===== src/rtl/usb_pkg.sv =====
// Shared USB definitions: transmit FSM states, SYNC pattern, CRC16 constants
// and field lengths, used by both the transmit and receive paths.
package usb_pkg;

    typedef enum logic [2:0] {
        ST_IDLE,
        ST_SYNC,
        ST_PID,
        ST_DATA,
        ST_CRC,
        ST_EOP,
        ST_EOPJ
    } tx_state_t;

    // Sent LSB first: seven zeros followed by a one
    localparam logic [7:0]  SYNC_PATTERN   = 8'b1000_0000;

    localparam logic [15:0] CRC16_POLY     = 16'h8005;
    localparam logic [15:0] CRC16_INIT     = 16'hFFFF;
    localparam logic [15:0] CRC16_RESIDUAL = 16'h800D;

    localparam int unsigned SYNC_BITS  = 8;
    localparam int unsigned PID_BITS   = 8;
    localparam int unsigned CRC_BITS   = 16;
    localparam int unsigned EOP_CYCLES = 2;

endpackage


===== src/rtl/crc16_gen.sv =====
// Serial CRC16 register (poly 16'h8005, init 16'hFFFF), MSB-first shift.
// Advances one bit per cycle while en is high and the stuffer is not stalling.
module crc16_gen
    import usb_pkg::*;
(
    input  logic        clk,
    input  logic        rst,
    input  logic        clr,
    input  logic        en,
    input  logic        pause,
    input  logic        d,
    output logic [15:0] crc
);

    logic fb;

    always_comb begin
        fb = d ^ crc[15];
    end

    always_ff @(posedge clk) begin
        if (rst || clr) begin
            crc <= CRC16_INIT;
        end else if (en && !pause) begin
            crc <= {crc[14:0], 1'b0} ^ (fb ? CRC16_POLY : 16'h0000);
        end
    end

endmodule


===== src/rtl/transmit_data.sv =====
// Serial USB packet transmitter: SYNC, PID, optional payload + CRC16, EOP.
// Optional feature macro: TRANSMIT_DATA_CRC_CORRUPT_EN adds crc_corrupt input.
module transmit_data
    import usb_pkg::*;
#(
    parameter int unsigned PAYLOAD_BITS = 64
) (
    input  logic                    clk,
    input  logic                    rst,
    input  logic                    start,
    input  logic [3:0]              pid,
    input  logic                    has_data,
    input  logic [PAYLOAD_BITS-1:0] data,
    input  logic                    pause,
`ifdef TRANSMIT_DATA_CRC_CORRUPT_EN
    input  logic                    crc_corrupt,
`endif
    output logic                    bit_out,
    output logic                    bit_valid,
    output logic                    stuff_en,
    output logic                    eop,
    output logic                    busy,
    output logic                    done
);

    tx_state_t               state, state_d;
    logic [6:0]              cnt;
    logic [7:0]              pid_byte;
    logic                    has_data_q;
    logic [PAYLOAD_BITS-1:0] data_sr;
    logic                    load;
    logic                    field_last;
    logic                    crc_en;
    logic [15:0]             crc;
    logic [3:0]              crc_idx;
`ifdef TRANSMIT_DATA_CRC_CORRUPT_EN
    logic                    corrupt_q;
`endif

    crc16_gen u_crc (
        .clk   (clk),
        .rst   (rst),
        .clr   (load),
        .en    (crc_en),
        .pause (pause),
        .d     (data_sr[0]),
        .crc   (crc)
    );

    always_ff @(posedge clk) begin
        if (rst) begin
            state      <= ST_IDLE;
            cnt        <= '0;
            pid_byte   <= '0;
            has_data_q <= 1'b0;
            data_sr    <= '0;
        end else begin
            state <= state_d;
            if (load) begin
                cnt        <= '0;
                pid_byte   <= {~pid, pid};
                has_data_q <= has_data;
                data_sr    <= data;
            end else if (!pause) begin
                if (field_last) begin
                    cnt <= '0;
                end else if (state != ST_IDLE) begin
                    cnt <= cnt + 7'd1;
                end
                if (state == ST_DATA) begin
                    data_sr <= data_sr >> 1;
                end
            end
        end
    end

`ifdef TRANSMIT_DATA_CRC_CORRUPT_EN
    always_ff @(posedge clk) begin
        if (rst) begin
            corrupt_q <= 1'b0;
        end else if (load) begin
            corrupt_q <= crc_corrupt;
        end
    end
`endif

    always_comb begin
        crc_idx = 4'd15 - cnt[3:0];
    end

    always_comb begin
        state_d    = state;
        load       = 1'b0;
        field_last = 1'b0;
        crc_en     = 1'b0;
        bit_out    = 1'b0;
        bit_valid  = 1'b0;
        stuff_en   = 1'b0;
        eop        = 1'b0;
        busy       = 1'b1;
        done       = 1'b0;
        case (state)
            ST_IDLE: begin
                busy = 1'b0;
                if (start) begin
                    load    = 1'b1;
                    state_d = ST_SYNC;
                end
            end
            ST_SYNC: begin
                bit_out   = SYNC_PATTERN[cnt[2:0]];
                bit_valid = 1'b1;
                if (cnt == 7'(SYNC_BITS - 1)) begin
                    field_last = 1'b1;
                    state_d    = ST_PID;
                end
            end
            ST_PID: begin
                bit_out   = pid_byte[cnt[2:0]];
                bit_valid = 1'b1;
                stuff_en  = 1'b1;
                if (cnt == 7'(PID_BITS - 1)) begin
                    field_last = 1'b1;
                    state_d    = has_data_q ? ST_DATA : ST_EOP;
                end
            end
            ST_DATA: begin
                bit_out   = data_sr[0];
                bit_valid = 1'b1;
                stuff_en  = 1'b1;
                crc_en    = 1'b1;
                if (cnt == 7'(PAYLOAD_BITS - 1)) begin
                    field_last = 1'b1;
                    state_d    = ST_CRC;
                end
            end
            ST_CRC: begin
                bit_out   = ~crc[crc_idx];
`ifdef TRANSMIT_DATA_CRC_CORRUPT_EN
                if (corrupt_q && cnt == 7'(CRC_BITS - 1)) begin
                    bit_out = ~bit_out;
                end
`endif
                bit_valid = 1'b1;
                stuff_en  = 1'b1;
                if (cnt == 7'(CRC_BITS - 1)) begin
                    field_last = 1'b1;
                    state_d    = ST_EOP;
                end
            end
            ST_EOP: begin
                eop = 1'b1;
                if (cnt == 7'(EOP_CYCLES - 1)) begin
                    field_last = 1'b1;
                    state_d    = ST_EOPJ;
                end
            end
            ST_EOPJ: begin
                done       = 1'b1;
                field_last = 1'b1;
                state_d    = ST_IDLE;
            end
            default: begin
                state_d = ST_IDLE;
            end
        endcase
        // A stall freezes the FSM; the presented bit stays on bit_out unflagged
        if (pause && state != ST_IDLE) begin
            state_d    = state;
            field_last = 1'b0;
            bit_valid  = 1'b0;
            done       = 1'b0;
        end
    end

endmodule


===== config.mk =====
export PLATFORM = sky130hd
export DESIGN_NAME = transmit_data
export DESIGN_NICKNAME = d
export VERILOG_FILES = /design/src/rtl/usb_pkg.sv /design/src/rtl/crc16_gen.sv /design/src/rtl/transmit_data.sv
export SDC_FILE = /design/constraint.sdc
export NUM_CORES = 1
export LEC_CHECK = 0
export ABC_AREA = 1
export BUFFER_PORTS_ARGS = -buffer_cell sky130_fd_sc_hd__clkbuf_2
export CAP_MARGIN = 20
export CORE_MARGIN = 2
export CORE_UTILIZATION = 40
export DETAILED_ROUTE_END_ITERATION = 10
export SLEW_MARGIN = 20
export SYNTH_ARGS = -nofsm -noshare
export SYNTH_HDL_FRONTEND = slang
export SYNTH_SLANG_ARGS = --single-unit
export TNS_END_PERCENT = 20

===== constraint.sdc =====
create_clock -name clk -period 4.67 [get_ports clk]
set_clock_uncertainty 0.05 [all_clocks]
set_input_delay 0.7005 -clock clk [delete_from_list [all_inputs] [get_ports clk]]
set_output_delay 0.7005 -clock clk [all_outputs]
set_load 0.05 [all_outputs]

==> results of run 1 <==
==> registers in the layout, indices dropped and copies added, names as in the netlist, named ones only <==
name	count
cnt	7
data_sr	64
has_data_q	1
pid_byte	8
state	3
u_crc.crc	16
==> worst register-to-register path, stage by stage (launching register included) <==
cell and delay (ns):
dfxtp_1 0.49, clkinv_2 0.18, nor2_4 0.18, nand2_2 0.29, inv_2 0.53, buf_4 0.48
o21ai_0 0.17, o21ai_0 0.15
==> power breakdown <==
| part | total [mW] | internal [mW] | switching (mW) |
|---|---|---|---|
| registers | 1.06 | 0.982 | 0.0823 |
| logic | 0.688 | 0.208 | 0.480 |
| clock network | 0.760 | 0.435 | 0.325 |
==> cells in the final DEF, fill, tap and decap left out, types with 2 or more instances in the layout <==
| cell type | instances |
|---|---|
| o21ai_1 | 3 |
| ha_1 | 2 |
| nand2_1 | 232 |
| inv_2 | 6 |
| a21oi_1 | 27 |
| a221oi_2 | 3 |
| o22ai_1 | 4 |
| dfxtp_1 | 100 |
| nand4_1 | 4 |
| inv_6 | 2 |
| nand3_1 | 31 |
| nor2_4 | 3 |
| clkinv_1 | 2 |
| clkbuf_16 | 9 |
| o211ai_1 | 5 |
| nand2_2 | 3 |
| buf_4 | 3 |
| clkbuf_2 | 78 |
| o21ai_0 | 31 |
| clkbuf_1 | 2 |
| xor2_1 | 3 |
| nand2_4 | 2 |
| a31oi_1 | 50 |
| nor3_1 | 3 |
| nor2_1 | 34 |
| xnor2_1 | 2 |
| inv_1 | 39 |
==> cell families after synthesis <==
logic type | after synthesis | synth area share [%]
simple gates | 314 | 28.4
compound gates | 126 | 16.7
flops | 100 | 44.4
buf+inv | 85 | 8.99
xor+xnor | 5 | 0.972
fa+ha+maj | 2 | 0.555
==> area by class of cell <==
type                       instances  area [sq um]  share of cell area (%)
inverter                          49           188                    3.62
multi-input combinational        447          2100                    40.6
sequential                       100          2000                    38.6
tap                              140           175                    3.38
clock inverter                     4          55.1                    1.06
clock buffer                      12           246                    4.76
timing repair buffer              81           413                    7.97
==> final timing paths <==
check | endpoint | cells past startpoint | slack [ns] | start
max | bit_out | 7 | 1.76 | cnt[0]
min | pid_byte[0] | 2 | 0.40 | pid_byte[0]
max reg2reg | u_crc.crc[2] | 7 | 2.08 | state[0]
min reg2reg | pid_byte[0] | 2 | 0.40 | pid_byte[0]
==> layer usage <==
layer  GRT usage (%)  part of all wire (%)
met1            25.3                    48
met2            29.5                    45
met3            4.06                   6.0
met4            5.27                   1.1
met5               0                     0
==> results.ini, run 1 <==
[outcome]
status=complete, no violations

[sta]
fmax_mhz=343
final.setup.tns_ns=0
finalHoldViolations=0
setup_viol=0
maxSlewViolCount=0
final.min_clock_period_ns=2.91
rsz0062_at_grt=false
fin_crit_sh_pct=62.4
hold_ws_ns=0.401
slew_headroom_pct=32.3
worstMarginPinSlew_ns=1.01
layout_setup_ws_ns=1.76

[critical_path]
cp_top_family=flip-flops
path_cells=inv_1, o21ai_0, o22ai_1, a21oi_1, nand4_1, nand3_1, clkbuf_2
critPathMaxStageDelay_ns=0.59
cp-start-kind=register
critPathSlowestCell=dfxtp_1
worstPathRequired_ns=3.92
crit_fanout=16
cp.arrival_ns=2.16
crit_type=reg2out
end_kind=output port
crit_buf_inv=2

[synth]
syn_inst=632
post-synth-top-area-cell=dfxtp_1
synth_top_area_share_pct=44.4
synth_seq_area_share_pct=44.4
synth_nets=707
ys_ff_latch=100
ys_top_cells_by_area=dfxtp_1 44%, nand2_1 19%, a31oi_1 6.9%
synth_edf_count=0
yosys-top-cells-count=232 x nand2_1, 100 x dfxtp_1, 50 x a31oi_1
syn_area_per_cell_sq_um=7.13
yosys_most_used_dff=dfxtp_1
synthDistinctLibCells=34
async_flop_share_pct=0
syn_area_sq_mm=0.00451
yosysWarnings=0
synth_most_common_cell=nand2_1

[floorplan]
start_util_pct=41.2
num_rows=38
die_h_um=110
die_area_sq_mm=0.0121
core-area_sq_mm=0.0109
chipWidth_um=110
num_io_pins=79

[clock_network]
insertion_delay_ns=0.34
clk_path_buf_depth=2
root_buffer=clkbuf_16
cts-hold-fix-buffers=0
cts_tree=done
htree_levels=3
cts_sinks=100
ctsResizeCount=0
postCtsSetupBuffers=0
numCtsBuffers=9
clkSlewWorstSetupHoldPaths_ns=0.07

[placement]
hpwl_um=7090
dp.cells=817
place_congestion=0.859
dpl_cell_area_sq_mm=0.00488
port-buffer-count=78
place_ws_ns=2.04

[global_routing]
overflow=0
grt_max_degree=72
grt_first_pass_wirelength_um=17800
grt_pass1_vias=3816
grt_usage_pct=18.5
antenna_found_initial=0

[power_and_ir_drop]
vdd_drop_max_uv=188
p_total_mw=2.51
p_leak_nw=2.22
power_density_mw_per_mm2=485

[routing]
first_pass_iters=4
vias=4159
antenna_left=0
viasPerCell=4.99
drtIter0Drc=271
wire_per_inst_um=12.8
drc_errors=0
wl_um=10700

[cells_and_area]
fillers=1152
areaGrowthSynthToFinish_pct=14.9
antenna_cells=0
instances_no_fill=833
drive_above_1_share_pct=16.6
final_util_pct=47.4
postLayoutCellArea_sq_mm=0.00518
nets=763

[flow_run]
max_cap_viol_count=0

[worst_hold_path]
hold_class=reg2reg

(Power assumes the default switching activity.)
==> run 2: changes to the inputs <==
Settings changed: ABC_AREA 1 to 0.
Clock period 4.67 ns to 2.5 ns, I/O delays scaled along.
==> results.ini, run 2 <==
[outcome]
status=complete, no violations

[routing]
first_pass_iters=4  ; unchanged
wire_per_inst_um=14.2  ; +11%
viasPerCell=5.41  ; +8.4%
antenna_left=0  ; unchanged
drc_errors=0  ; unchanged
wl_um=10400  ; -2.7%
drtIter0Drc=179  ; -34%
vias=3967  ; -4.6%

[sta]
rsz0062_at_grt=false
worstMarginPinSlew_ns=0.621  ; -0.393 ns
final.min_clock_period_ns=2.41
maxSlewViolCount=0  ; unchanged
setup_viol=0  ; unchanged
fmax_mhz=415
fin_crit_sh_pct=96.3
slew_headroom_pct=58.5  ; +26 points
finalHoldViolations=0  ; unchanged
final.setup.tns_ns=0  ; unchanged

[synth]
synthMuxAreaShare_pct=3.57  ; +3.6 points
synthDistinctLibCells=44  ; +29%
synth_seq_area_share_pct=46.0  ; +1.6 points
synth_nets=603  ; -15%
syn_area_sq_mm=0.00435  ; -3.5%
synth_top_area_share_pct=46.0  ; +1.6 points
synth_top_family_by_area=compound AO/OA/AOI/OAI gates
syn_area_per_cell_sq_um=8.24  ; +16%
async_flop_share_pct=0  ; unchanged
post-synth-top-area-cell=dfxtp_1
yosys-top-cells-count=117 x nand2_1, 100 x dfxtp_1, 75 x a21oi_1
yosys_most_used_dff=dfxtp_1
synth_most_common_cell=nand2_1
synth_simple_gate_area_share_pct=20.2  ; -8.2 points
ys_top_cells_by_area=dfxtp_1 46%, a22oi_1 11%, nand2_1 10%
ys_ff_latch=100  ; unchanged
synth_fa_ha_area_share_pct=0.575  ; +0.020 points
syn_inst=528  ; -16%
synth_xor_area_share_pct=1.41  ; +0.44 points
synth_edf_count=0  ; unchanged
synth_compound_area_share_pct=23.7  ; +7.0 points
yosysWarnings=0  ; unchanged

[clock_network]
numCtsBuffers=9  ; unchanged
root_buffer=clkbuf_8
clkSlewWorstSetupHoldPaths_ns=0.09  ; +0.02 ns
cts_tree=done
htree_levels=3  ; unchanged
postCtsSetupBuffers=0  ; unchanged
cts_sinks=100  ; unchanged
insertion_delay_ns=0.36  ; +0.02 ns
clk_path_buf_depth=2  ; unchanged

[global_routing]
overflow=0  ; unchanged
grt_first_pass_wirelength_um=17500  ; -1.5%
antenna_found_initial=0  ; unchanged
grt_max_degree=63  ; -13%
grt_pass1_vias=3763  ; -1.4%
grt_usage_pct=18.6  ; +0.095 points

[floorplan]
num_io_pins=79  ; unchanged
chipWidth_um=108  ; -1.7%
die_h_um=108  ; -1.7%
die_area_sq_mm=0.0117  ; -3.3%
core-area_sq_mm=0.0107  ; -1.7%
start_util_pct=40.5  ; -0.73 points
num_rows=38  ; unchanged

[worst_hold_path]
hold_class=in2reg

[cells_and_area]
areaGrowthSynthToFinish_pct=18.4
nets=663  ; -13%
drive_above_1_share_pct=22.3  ; +5.7 points
seqCellArea_sq_mm=0.00201  ; +0.44%
postLayoutCellArea_sq_mm=0.00515  ; -0.51%
antenna_cells=0  ; unchanged
final_cell_mix=117 x nand2_1, 97 x dfxtp_1, 77 x clkbuf_2
multiInputGateArea_sq_mm=0.00218  ; +4.0%
top_regs=data_sr (64), u_crc.crc (16), pid_byte (8)
largest_reg_flops=64  ; unchanged
final_common_cell=nand2_1
instances_no_fill=733  ; -12%
fillers=1099  ; -4.6%
regMostFlops=data_sr

[critical_path]
worstPathRequired_ns=2.08  ; -1.84 ns
crit_fanout=2  ; -14
cp.arrival_ns=1.98  ; -0.18 ns
cp-start-kind=register
end_kind=output port
crit_type=reg2out
rrSetupSlack_ns=0.24  ; -1.84 ns

[flow_run]
max_cap_viol_count=0  ; unchanged

[placement]
dpl_cell_area_sq_mm=0.00493  ; +1.0%
dp.cells=717  ; -12%
hpwl_um=7170  ; +1.1%
port-buffer-count=78  ; unchanged
place_congestion=0.809  ; -5.8%

[power_and_ir_drop]
p_total_mw=3.83  ; +52%
vdd_drop_max_uv=352  ; +87%
p_leak_nw=1.99  ; -10%
power_density_mw_per_mm2=743  ; +53%

run 2: changes by cell type in the layout (fill, tap and decap cells not counted), sizes merged, moves of 6 or more:
cell   change
nor2      -16
nor3       +7
mux4       +6
nand3      -9
a22oi     +64
o21ai     -26
a31oi     -47
a21oi     +48
buf       +17
inv       -44
nand2    -120
run 2: layer usage:
metal / GRT usage [%] / vias to the layer above / share of wire [%]
met5: 0 / - / 0
met2: 29.9 / 77 / 48
li1: - / 1995 / -
met4: 6.23 / 0 / 1.4
met3: 6.09 / 11 / 5.5
met1: 23.6 / 1884 / 45
run 2: kinds of logic (layout without fill, tap and decap cells):
logic type / count (synthesis) / count (layout)
adder cells (fa/ha/maj): 2 / 2
buffers and inverters: 51 / 116
AND/OR/NAND/NOR: 196 / 196
AO/OA/AOI/OAI: 164 / 164
multiplexers: 8 / 8
XOR/XNOR: 7 / 7
flip-flops: 100 / 100
run 2: final cells by class:
cell class | count | share of cell area [%]
timing repair buffer | 97 | 11.3
multi-input combinational | 377 | 42.4
inverter | 3 | 0.218
sequential | 100 | 39.0
clock inverter | 5 | 1.17
tap | 140 | 3.40
clock buffer | 11 | 2.55
run 2: metrics by stage:
step	hold slack (ns)	worst slack [ns]	util, %
after floorplan	0.383	0.0656	-
after global placement	0.392	0.294	45.9
after detailed placement	0.399	0.221	45.9
after CTS	0.184	0.0142	47.7
after global routing	0.187	0.00946	48.0
final	0.191	0.0913	48.0
run 2: critical path, cell delays in order (launching register included):
cell and delay [ns]:
dfxtp_2 0.36, mux4_2 0.49, or3_1 0.38, o2111ai_2 0.09, o21a_1 0.15, buf_6 0.16
run 2: timing repair:
item                       CTS  global route
setup endpoints to repair    1             1
resized for setup            3            10
pin swaps                    0             1
hold buffers                 0             0
run 2: path summary, 6_finish.rpt:
| check | from | endpoint | depth (start not counted) |
|---|---|---|---|
| setup / recovery | cnt[1] | bit_out | 5 |
| hold reg to reg | data_sr[27] | data_sr[27] | 2 |
| setup reg to reg | state[2] | data_sr[24] | 6 |
| hold / removal | has_data | has_data_q | 3 |
run 2: where the power goes:
group / leakage, nW / internal [mW] / total (mW) / switching (mW)
clock network: 0.0939 / 0.468 / 1.02 / 0.553
registers: 0.819 / 1.77 / 1.91 / 0.133
logic: 1.07 / 0.345 / 0.901 / 0.556
